`config.mk`:
```
export PLATFORM = sky130hd
export DESIGN_NAME = gpi_poll_ctrl
export DESIGN_NICKNAME = d
export VERILOG_FILES = /design/src/rtl/gpi_poll_ctrl.sv
export SDC_FILE = /design/constraint.sdc
export NUM_CORES = 1
export LEC_CHECK = 0
export ABC_AREA = 1
export CAP_MARGIN = 20
export CORE_MARGIN = 4
export CORE_UTILIZATION = 47
export DETAILED_ROUTE_END_ITERATION = 7
export PLACE_DENSITY = 0.77
export RECOVER_POWER = 50
export SETUP_SLACK_MARGIN = 0.1
export SLEW_MARGIN = 20
export SYNTH_ARGS = -nofsm -noshare
export SYNTH_HDL_FRONTEND = slang
export SYNTH_SLANG_ARGS = --single-unit
```
`constraint.sdc`:
```
create_clock -name PCLK -period 2.5 [get_ports PCLK]
set_input_delay 0.375 -clock PCLK [delete_from_list [all_inputs] [get_ports PCLK]]
set_output_delay 0.375 -clock PCLK [all_outputs]
set_load 0.01 [all_outputs]
```
`src/rtl/gpi_poll_ctrl.sv`:
```
// gpi_poll_ctrl: APB master that programs the GPI control register, then polls the input
// data register, keeping the last sample, sticky rise/fall flags and a level irq.
// Optional read debounce: define GPI_DEBOUNCE_EN.
module gpi_poll_ctrl #(
   parameter int unsigned POLL_DIV = 1000,
   parameter logic [2:0]  CR_ADDR  = 3'h0,
   parameter logic [2:0]  IDR_ADDR = 3'h4,
   parameter int unsigned TIMEOUT  = 16
) (
   input  logic        PCLK,
   input  logic        PRESET,
   input  logic        en,
   input  logic [7:0]  cr_cfg,
   input  logic        irq_clr,
   output logic [2:0]  PADDR,
   output logic        PSEL,
   output logic        PENABLE,
   output logic        PWRITE,
   output logic [31:0] PWDATA,
   input  logic [31:0] PRDATA,
   input  logic        PREADY,
   output logic [7:0]  sample,
   output logic        sample_valid,
   output logic [7:0]  rise,
   output logic [7:0]  fall,
   output logic        irq,
   output logic        busy,
   output logic        timeout_err
);

   localparam int unsigned CNT_W = 16;
   localparam int unsigned TO_W  = $clog2(TIMEOUT + 1);
   localparam logic [CNT_W-1:0] POLL_RELOAD = CNT_W'(POLL_DIV - 1);
   localparam logic [TO_W-1:0]  TO_LAST     = TO_W'(TIMEOUT - 1);

   typedef enum logic [2:0] {
      S_IDLE       = 3'd0,
      S_CFG_SETUP  = 3'd1,
      S_CFG_ACCESS = 3'd2,
      S_WAIT       = 3'd3,
      S_RD_SETUP   = 3'd4,
      S_RD_ACCESS  = 3'd5
   } state_t;

   state_t            state_q, state_d;
   logic [CNT_W-1:0]  poll_cnt_q, poll_cnt_d;
   logic [TO_W-1:0]   to_cnt_q, to_cnt_d;
   logic [7:0]        cr_shadow_q, cr_shadow_d;
   logic [7:0]        sample_q, sample_d;
   logic [7:0]        rise_q, rise_d;
   logic [7:0]        fall_q, fall_d;
   logic              cfg_pend_q, cfg_pend_d;
   logic              prev_valid_q, prev_valid_d;
   logic              sample_valid_q, sample_valid_d;
   logic              timeout_err_q, timeout_err_d;
   logic              busy_q, busy_d;
   logic              psel_q, psel_d;
   logic              penable_q, penable_d;
   logic              pwrite_q, pwrite_d;
   logic [2:0]        paddr_q, paddr_d;
   logic [31:0]       pwdata_q, pwdata_d;
`ifdef GPI_DEBOUNCE_EN
   logic [7:0]        raw_prev_q, raw_prev_d;
   logic              raw_valid_q, raw_valid_d;
`endif

   logic       in_access;
   logic       xfer_done;
   logic       xfer_abort;
   logic       xfer_end;
   logic       cfg_change;
   logic       poll_zero;
   logic       rd_done;
   logic       rd_accept;
   logic [7:0] rd_new;
   logic       unused_prdata;

   // Transfer events; PREADY high in the last allowed cycle still counts as completion
   assign in_access  = (state_q == S_CFG_ACCESS) || (state_q == S_RD_ACCESS);
   assign xfer_done  = in_access && PREADY;
   assign xfer_abort = in_access && !PREADY && (to_cnt_q == TO_LAST);
   assign xfer_end   = xfer_done || xfer_abort;
   assign cfg_change = (cr_cfg != cr_shadow_q);
   assign poll_zero  = (poll_cnt_q == '0);
   assign rd_done    = (state_q == S_RD_ACCESS) && PREADY;
   assign rd_new     = PRDATA[7:0] & cr_shadow_q;
   assign unused_prdata = ^PRDATA[31:8];

`ifdef GPI_DEBOUNCE_EN
   assign rd_accept = rd_done && raw_valid_q && (rd_new == raw_prev_q);
`else
   assign rd_accept = rd_done;
`endif

   always_ff @(posedge PCLK or posedge PRESET) begin : state_reg
      if (PRESET) begin
         state_q <= S_IDLE;
      end else begin
         state_q <= state_d;
      end
   end

   always_comb begin : next_state_comb
      state_d = state_q;
      case (state_q)
         S_IDLE: begin
            if (en) state_d = S_CFG_SETUP;
         end
         S_CFG_SETUP: state_d = S_CFG_ACCESS;
         S_RD_SETUP:  state_d = S_RD_ACCESS;
         S_CFG_ACCESS, S_RD_ACCESS: begin
            if (xfer_end) state_d = en ? S_WAIT : S_IDLE;
         end
         S_WAIT: begin
            // a CR change or a pending (timed-out) CFG takes precedence over the next read
            if (!en) begin
               state_d = S_IDLE;
            end else if (cfg_change || (poll_zero && cfg_pend_q)) begin
               state_d = S_CFG_SETUP;
            end else if (poll_zero) begin
               state_d = S_RD_SETUP;
            end
         end
         default: state_d = S_IDLE;
      endcase
   end

   always_comb begin : output_comb
      cr_shadow_d    = cr_shadow_q;
      paddr_d        = paddr_q;
      pwrite_d       = pwrite_q;
      pwdata_d       = pwdata_q;
      poll_cnt_d     = poll_cnt_q;
      to_cnt_d       = to_cnt_q;
      cfg_pend_d     = cfg_pend_q;
      prev_valid_d   = prev_valid_q;
      sample_d       = sample_q;
      sample_valid_d = 1'b0;
      rise_d         = irq_clr ? 8'h00 : rise_q;
      fall_d         = irq_clr ? 8'h00 : fall_q;
      timeout_err_d  = (irq_clr ? 1'b0 : timeout_err_q) | xfer_abort;
      busy_d         = (state_d != S_IDLE);
      psel_d         = (state_d inside {S_CFG_SETUP, S_CFG_ACCESS, S_RD_SETUP, S_RD_ACCESS});
      penable_d      = (state_d inside {S_CFG_ACCESS, S_RD_ACCESS});
`ifdef GPI_DEBOUNCE_EN
      raw_prev_d     = raw_prev_q;
      raw_valid_d    = raw_valid_q;
`endif

      // Address/data are launched with SETUP and held through ACCESS
      if (state_d == S_CFG_SETUP) begin
         cr_shadow_d = cr_cfg;
         paddr_d     = CR_ADDR;
         pwrite_d    = 1'b1;
         pwdata_d    = {24'h000000, cr_cfg};
      end else if (state_d == S_RD_SETUP) begin
         paddr_d  = IDR_ADDR;
         pwrite_d = 1'b0;
      end

      if (state_q inside {S_CFG_SETUP, S_RD_SETUP}) begin
         to_cnt_d = '0;
      end else if (in_access) begin
         to_cnt_d = to_cnt_q + TO_W'(1);
      end

      if (xfer_end) begin
         poll_cnt_d = POLL_RELOAD;
      end else if ((state_q == S_WAIT) && !poll_zero) begin
         poll_cnt_d = poll_cnt_q - CNT_W'(1);
      end

      if (state_q == S_CFG_ACCESS) begin
         if (PREADY) begin
            cfg_pend_d   = 1'b0;
            prev_valid_d = 1'b0;
`ifdef GPI_DEBOUNCE_EN
            raw_valid_d  = 1'b0;
`endif
         end else if (xfer_abort) begin
            cfg_pend_d = 1'b1;
         end
      end

`ifdef GPI_DEBOUNCE_EN
      if (rd_done) begin
         raw_prev_d  = rd_new;
         raw_valid_d = 1'b1;
      end
`endif

      // Edge flags only compare against a sample taken under the same CR
      if (rd_accept) begin
         if (prev_valid_q) begin
            rise_d = rise_d | (rd_new & ~sample_q);
            fall_d = fall_d | (~rd_new & sample_q);
         end
         sample_d       = rd_new;
         sample_valid_d = 1'b1;
         prev_valid_d   = 1'b1;
      end
   end

   always_ff @(posedge PCLK or posedge PRESET) begin : data_reg
      if (PRESET) begin
         poll_cnt_q     <= '0;
         to_cnt_q       <= '0;
         cr_shadow_q    <= 8'h00;
         sample_q       <= 8'h00;
         rise_q         <= 8'h00;
         fall_q         <= 8'h00;
         cfg_pend_q     <= 1'b0;
         prev_valid_q   <= 1'b0;
         sample_valid_q <= 1'b0;
         timeout_err_q  <= 1'b0;
         busy_q         <= 1'b0;
         psel_q         <= 1'b0;
         penable_q      <= 1'b0;
         pwrite_q       <= 1'b0;
         paddr_q        <= 3'h0;
         pwdata_q       <= 32'h0;
      end else begin
         poll_cnt_q     <= poll_cnt_d;
         to_cnt_q       <= to_cnt_d;
         cr_shadow_q    <= cr_shadow_d;
         sample_q       <= sample_d;
         rise_q         <= rise_d;
         fall_q         <= fall_d;
         cfg_pend_q     <= cfg_pend_d;
         prev_valid_q   <= prev_valid_d;
         sample_valid_q <= sample_valid_d;
         timeout_err_q  <= timeout_err_d;
         busy_q         <= busy_d;
         psel_q         <= psel_d;
         penable_q      <= penable_d;
         pwrite_q       <= pwrite_d;
         paddr_q        <= paddr_d;
         pwdata_q       <= pwdata_d;
      end
   end

`ifdef GPI_DEBOUNCE_EN
   always_ff @(posedge PCLK or posedge PRESET) begin : debounce_reg
      if (PRESET) begin
         raw_prev_q  <= 8'h00;
         raw_valid_q <= 1'b0;
      end else begin
         raw_prev_q  <= raw_prev_d;
         raw_valid_q <= raw_valid_d;
      end
   end
`endif

   assign PADDR        = paddr_q;
   assign PSEL         = psel_q;
   assign PENABLE      = penable_q;
   assign PWRITE       = pwrite_q;
   assign PWDATA       = pwdata_q;
   assign sample       = sample_q;
   assign sample_valid = sample_valid_q;
   assign rise         = rise_q;
   assign fall         = fall_q;
   assign busy         = busy_q;
   assign timeout_err  = timeout_err_q;
   assign irq          = (|(rise_q | fall_q)) | timeout_err_q;

endmodule
```
# Word level (Yosys, flattened, before mapping)
# Index checks and enable logic that the tools add are counted.
# W data, S select, Z words.
dict set report classes {
  addsub 2
  eq_ne 11
  muxes 28
  bitwise 10
  n_reduce_logical 27
}
# cell n
set op_table {}
lappend op_table {{$mux W8} 6}
lappend op_table {{$mux W16} 2}
lappend op_table {{$and A8 B8 Y8} 3}
lappend op_table {{$or A8 B8 Y8} 3}
lappend op_table {{$mux W3} 7}
lappend op_table {{$logic_not A16 Y1} 1}
lappend op_table {{$not A8 Y8} 2}
lappend op_table {{$reduce_bool A2 Y1} 8}
lappend op_table {{$sub A16 B1 Y16 const B} 1}
lappend op_table {{$pmux W3 S5} 1}
lappend op_table {{$eq A3 B3 Y1 const B} 4}
lappend op_table {{$mux W5} 2}
lappend op_table {{$eq A3 B2 Y1 const B} 3}
lappend op_table {{$mux W1} 9}
lappend op_table {{$ne A8 B8 Y1} 1}
lappend op_table {{$reduce_or A8 Y1} 1}
lappend op_table {{$eq A3 B1 Y1 const B} 2}
lappend op_table {{$logic_and A1 B1 Y1} 6}
lappend op_table {{$add A5 B1 Y5 const B} 1}
lappend op_table {{$eq A5 B4 Y1 const B} 1}
lappend op_table {{$reduce_and A2 Y1} 2}
lappend op_table {{$reduce_bool A4 Y1} 1}
lappend op_table {{$logic_not A3 Y1} 1}
lappend op_table {{$logic_or A1 B1 Y1} 3}
lappend op_table {{other kinds (5)} 7}
dict set report word_totals {
  regBits 67
  inputBits 45
  out_inout_bits 66
  wordCells 94
}

# Logic depth before layout (Yosys ltp)
dict set report depth {
  ltp_word 10
  depth_mapped 16
  ltp_nobuf 15
}

# Worst setup path before layout
# No wires, ideal clock.
dict set report synth_timing {
  path_type {register to register}
  from {register to_cnt_q[0]}
  to {register cr_shadow_q[0]}
  arrival_ns 1.839
  required_time_ns 2.383
  slack_ns 0.544
  stages_incl_launch_ff 16
  path_buffers 1
  path_cell_list {dfrtp_1 ha_1 nand2_1 nor2_1 ha_1 inv_1 nand2_1 o21ai_1 inv_2 nand2_2 inv_2 nand2_4 nand3_4 buf_6 nand2_2 nand2_1}
}
dict set report synth_between {
  elab_chain_cells 6
}
# element line
set synth_lines {}
lappend synth_lines {{from (decl)} 47} ;# logic [TO_W-1:0] to_cnt_q, to_cnt_d;
lappend synth_lines {{from (signal assigned)} 224} ;# to_cnt_q <= to_cnt_d;
lappend synth_lines {{$eq A5 B4 Y1} 81} ;# assign xfer_abort = in_access && !PREADY && (to_cnt_q == TO_LAST);
lappend synth_lines {{$logic_and A1 B1 Y1} 81}
lappend synth_lines {{$logic_or A1 B1 Y1} 82} ;# assign xfer_end = xfer_done || xfer_abort;
lappend synth_lines {{$mux W3} 112} ;# if (xfer_end) state_d = en ? S_WAIT : S_IDLE;
lappend synth_lines {{$pmux W3 S5} 105} ;# case (state_q)
lappend synth_lines {{named net state_d[0]} 45} ;# state_t state_q, state_d;
lappend synth_lines {{$eq A3 B1 Y1} 151} ;# if (state_d == S_CFG_SETUP) begin
lappend synth_lines {{to (signal assigned)} 225} ;# cr_shadow_q <= cr_shadow_d;
lappend synth_lines {{to (decl)} 48} ;# logic [7:0] cr_shadow_q, cr_shadow_d;
# The timed path passes the listed nets, and every way through them passes these cells.
# A chain may end at the register's enable or synchronous reset.

# Final worst setup path
dict set report layout_timing {
  from {register to_cnt_q[0]}
  to {register busy_q (netlist: busy)}
}
dict set report layout_between {
  elab_chain_cells 6
}
# element line
set layout_lines {}
lappend layout_lines {{$eq A5 B4 Y1} 81}
lappend layout_lines {{$logic_and A1 B1 Y1} 81}
lappend layout_lines {{$logic_or A1 B1 Y1} 82}
lappend layout_lines {{$mux W3} 112}
lappend layout_lines {{$pmux W3 S5} 105}
lappend layout_lines {{$reduce_bool A3 Y1} 142} ;# busy_d = (state_d != S_IDLE);
lappend layout_lines {{named net busy_d} 56} ;# logic busy_q, busy_d;
lappend layout_lines {{to (signal assigned)} 233} ;# busy_q <= busy_d;
lappend layout_lines {{to (decl)} 56}
# The timed path passes the listed nets, and every way through them passes these cells.

==> out/metrics.yaml <==
floorplanning:
  die_h_um: 95.40
  die_w_um: 95.40
  design.core.area_um2: 7331
  rows: 31
  dieArea_um2: 9100
  initial_core_util_pct: 48.97
  io_pins: 111
detailed_routing:
  drc: 0
  vias: 3023
  wl_per_cell_um: 13.29
  first_iter_violations: 128
  via_per_inst: 4.907
  ant_nets: 0
  dr.pass1.iters: 4
  finalWirelength_um: 8184
layout:
  final-seq-area_um2: 1627
  synthToLayoutAreaGrowth_pct: 21.78
  multi_input_area_um2: 1548
  drive_above_1_share_pct: 10.25
  finalNetCount: 561
  fill_cells: 642
  antenna_cells: 0
  fin_cells: 616
critical_path:
  worstPathRequired_ns: 2.71
  cp-start-kind: "flop"
  arrival_ns: 2.50
  crit_fanout: 11
  path_class: "reg2reg"
  crit_path_end_kind: "flop"
  r2r_slack_ns: 0.21
power:
  p_clk_share_pct: 24.5
  sw_frac_of_total_pct: 38.17
  power.share.sequential_pct: 40.7
  leakage_nw: 2.130
  p_per_area_nw_per_um2: 804.4
  p_int_mw: 2.174
  switching_power_mw: 1.342
  p_comb_share_pct: 34.9
  ir_worst_vdd_uv: 498.8
timing:
  finClkSkew_ns: 0.008357
  period_needed_ns: 2.285
  worstMarginPinSlew_ns: 1.581
  final_max_slew_viol_count: 66
  setup_viol: 0
  period_share_pct: 91.41
  hold_viol: 0
  rsz0062_at_grt: "true"
  max_freq_mhz: 437.6
  relSlewSlack_pct: -5.416
  fin_tns_setup_ns: 0
clocking:
  path_clk_slew_ns: 0.07
  htreeDepth: 3
  cts_tree: "done"
  root_buffer: "clkbuf_8"
  clockBufferDepth: 2
  worstSkewPairLatency_ns: 0.35
  numCtsBuffers: 9
  cts_hold_buffers: 0
  post-cts-setup-buffer-count: 0
  clock-sinks: 65
logic_synthesis:
  ys_types: 36
  synth-warning-count: 0
  yosys.area.top_type_share_pct: 45.31
  ys_ff_latch: 65
  synth_largest_area_cell: "dfrtp_1"
  synth_area_leaders: "dfrtp_1 (45%), nand2_1 (11%), inv_1 (6.7%), buf_4 (5.9%), nor2_1 (3.3%)"
  syn_area_per_cell_um2: 8.067
  synthCells: 445
  syn-cell-area_um2: 3590
  ys_seq_area_share_pct: 45.31
grt:
  gr-usage-all-layers_pct: 19.47
  globalRouteOverflowTotal: 0
  grt_pass1_wl_um: 13720
  antenna_found_initial: 0
  grt_pass1_vias: 3000
  grt_max_degree: 66
place:
  gp_congestion: 0.8914
  place_hpwl_um: 6048
  dp_cells: 600
  port-buffer-count: 60
status:
  violations: "capacitance limit, slew limit"
  outcome: "finished with violations"
job:
  drv_cap: 1
min_path:
  hp-class: "reg2reg"
registers in the layout, indices dropped and copies added (netlist names), 3 cells and up:
| signal | cells |
|---|---|
| to_cnt_q | 5 |
| fall | 8 |
| cr_shadow_q | 8 |
| poll_cnt_q | 16 |
| rise | 8 |
| sample | 8 |
| state_q | 3 |
synth_stat cells:
library cell,instances
a21oi_1,10
a31oi_1,1
a32o_1,1
buf_2,1
buf_4,28
buf_6,2
clkbuf_1,2
conb_1,1
dfrtp_1,65
ha_1,3
inv_1,64
inv_2,5
inv_4,1
nand2_1,104
nand2_2,16
nand2_4,5
nand3_1,15
nand3_2,2
nand3_4,1
nand4_1,13
nand4_2,1
nor2_1,32
nor2_2,3
nor2_4,4
nor3_1,10
nor3b_1,1
nor4_1,3
o21a_1,2
o21ai_0,21
o21ai_1,2
o22ai_1,3
o31ai_1,13
o32ai_1,4
or2_2,1
xnor2_1,3
xor2_1,2
stage by stage:
stage	cell area, um^2	hold WS (ns)	utilization [%]	total power [mW]	worst slack (ns)
3_3_place_gp	4205	0.4589	57.36	2.618	0.2641
4_1_cts	4389	0.4342	59.87	3.530	0.2379
3_5_place_dp	4205	0.4701	57.36	2.664	0.2453
2_1_floorplan	3684	0.4605	-	2.261	0.4985
6_report	4372	0.4826	59.63	3.517	0.2147
5_1_grt	4372	0.5054	59.63	3.753	0.07960
final timing paths:
check | startpoint | cells after the start | end
max in group asynchronous | PRESET | 3 | PADDR[2]
min in group asynchronous | PRESET | 3 | rise[1]
worst min-delay path | sample[6] | 1 | rise[6]
worst max register to register | to_cnt_q[0] | 13 | busy
worst max-delay path | to_cnt_q[0] | 13 | busy
worst min register to register | sample[6] | 1 | rise[6]
power by group through the flow:
stage               clock (mW)  combinational, mW  sequential [mW]
floorplan                    0              0.815             1.45
global placement             0               1.18             1.44
detailed placement           0               1.21             1.45
CTS                      0.876               1.22             1.43
global route             0.924               1.37             1.46
finish                   0.860               1.23             1.43
worst max-delay path, cell delays in order (launching register included):
cell	delay, ns
dfrtp_1	0.41
ha_1	0.24
nand2_1	0.07
nor2_1	0.04
ha_1	0.21
inv_1	0.08
nand2_1	0.11
nand2_4	0.19
inv_4	0.08
nand2_2	0.08
nand2_1	0.10
nor2_4	0.19
buf_4	0.20
nand4_1	0.12
final cells by class:
| class | instances | area share [%] |
|---|---|---|
| inverters | 70 | 6.068 |
| clock buffers | 9 | 2.833 |
| well taps | 99 | 2.833 |
| flip-flops and latches | 65 | 37.21 |
| clock inverters | 6 | 1.374 |
| repair buffers | 64 | 14.28 |
| multi-input cells | 303 | 35.40 |
per-layer routing:
layer	vias up	global-route usage, %	routed length, um
li1	1512	-	-
met1	1416	24.21	3622
met2	77	32.42	3984
met3	18	4.420	382
met4	0	8.531	195
met5	-	0	0
placed cells by master, fill, tap and decap left out, types with 4 or more instances in the layout:
cell type        count
o31ai_1             13
clkbuf_8             9
nor2_1              33
a21oi_1             10
nand2_4              5
dfrtp_1             65
nand2_2             14
nand3_1             16
nor2_4               4
o32ai_1              4
conb_1              26
clkdlybuf4s50_1     59
nand4_1             13
nor3_1              10
inv_1               65
nand2_1            106
o21ai_0             21
timing repair:
item                       CTS  global route
hold endpoints to repair     0             0
resized for setup            0             1
setup endpoints to repair    0             3
cell families (layout without fill, tap and decap cells):
group / Yosys count / in the layout / share of synthesized area, %
adders and majority gates: 3 / 3 / 1.046
and+or+nand+nor: 211 / 212 / 28.41
other: 1 / 26 / 0.1045
buffers and inverters: 103 / 149 / 14.22
xor gates and xnor gates: 5 / 5 / 1.220
AOI/OAI and AO/OA: 57 / 57 / 9.690
DFF: 65 / 65 / 45.31
Note: power is estimated with default switching activity, not from simulation.
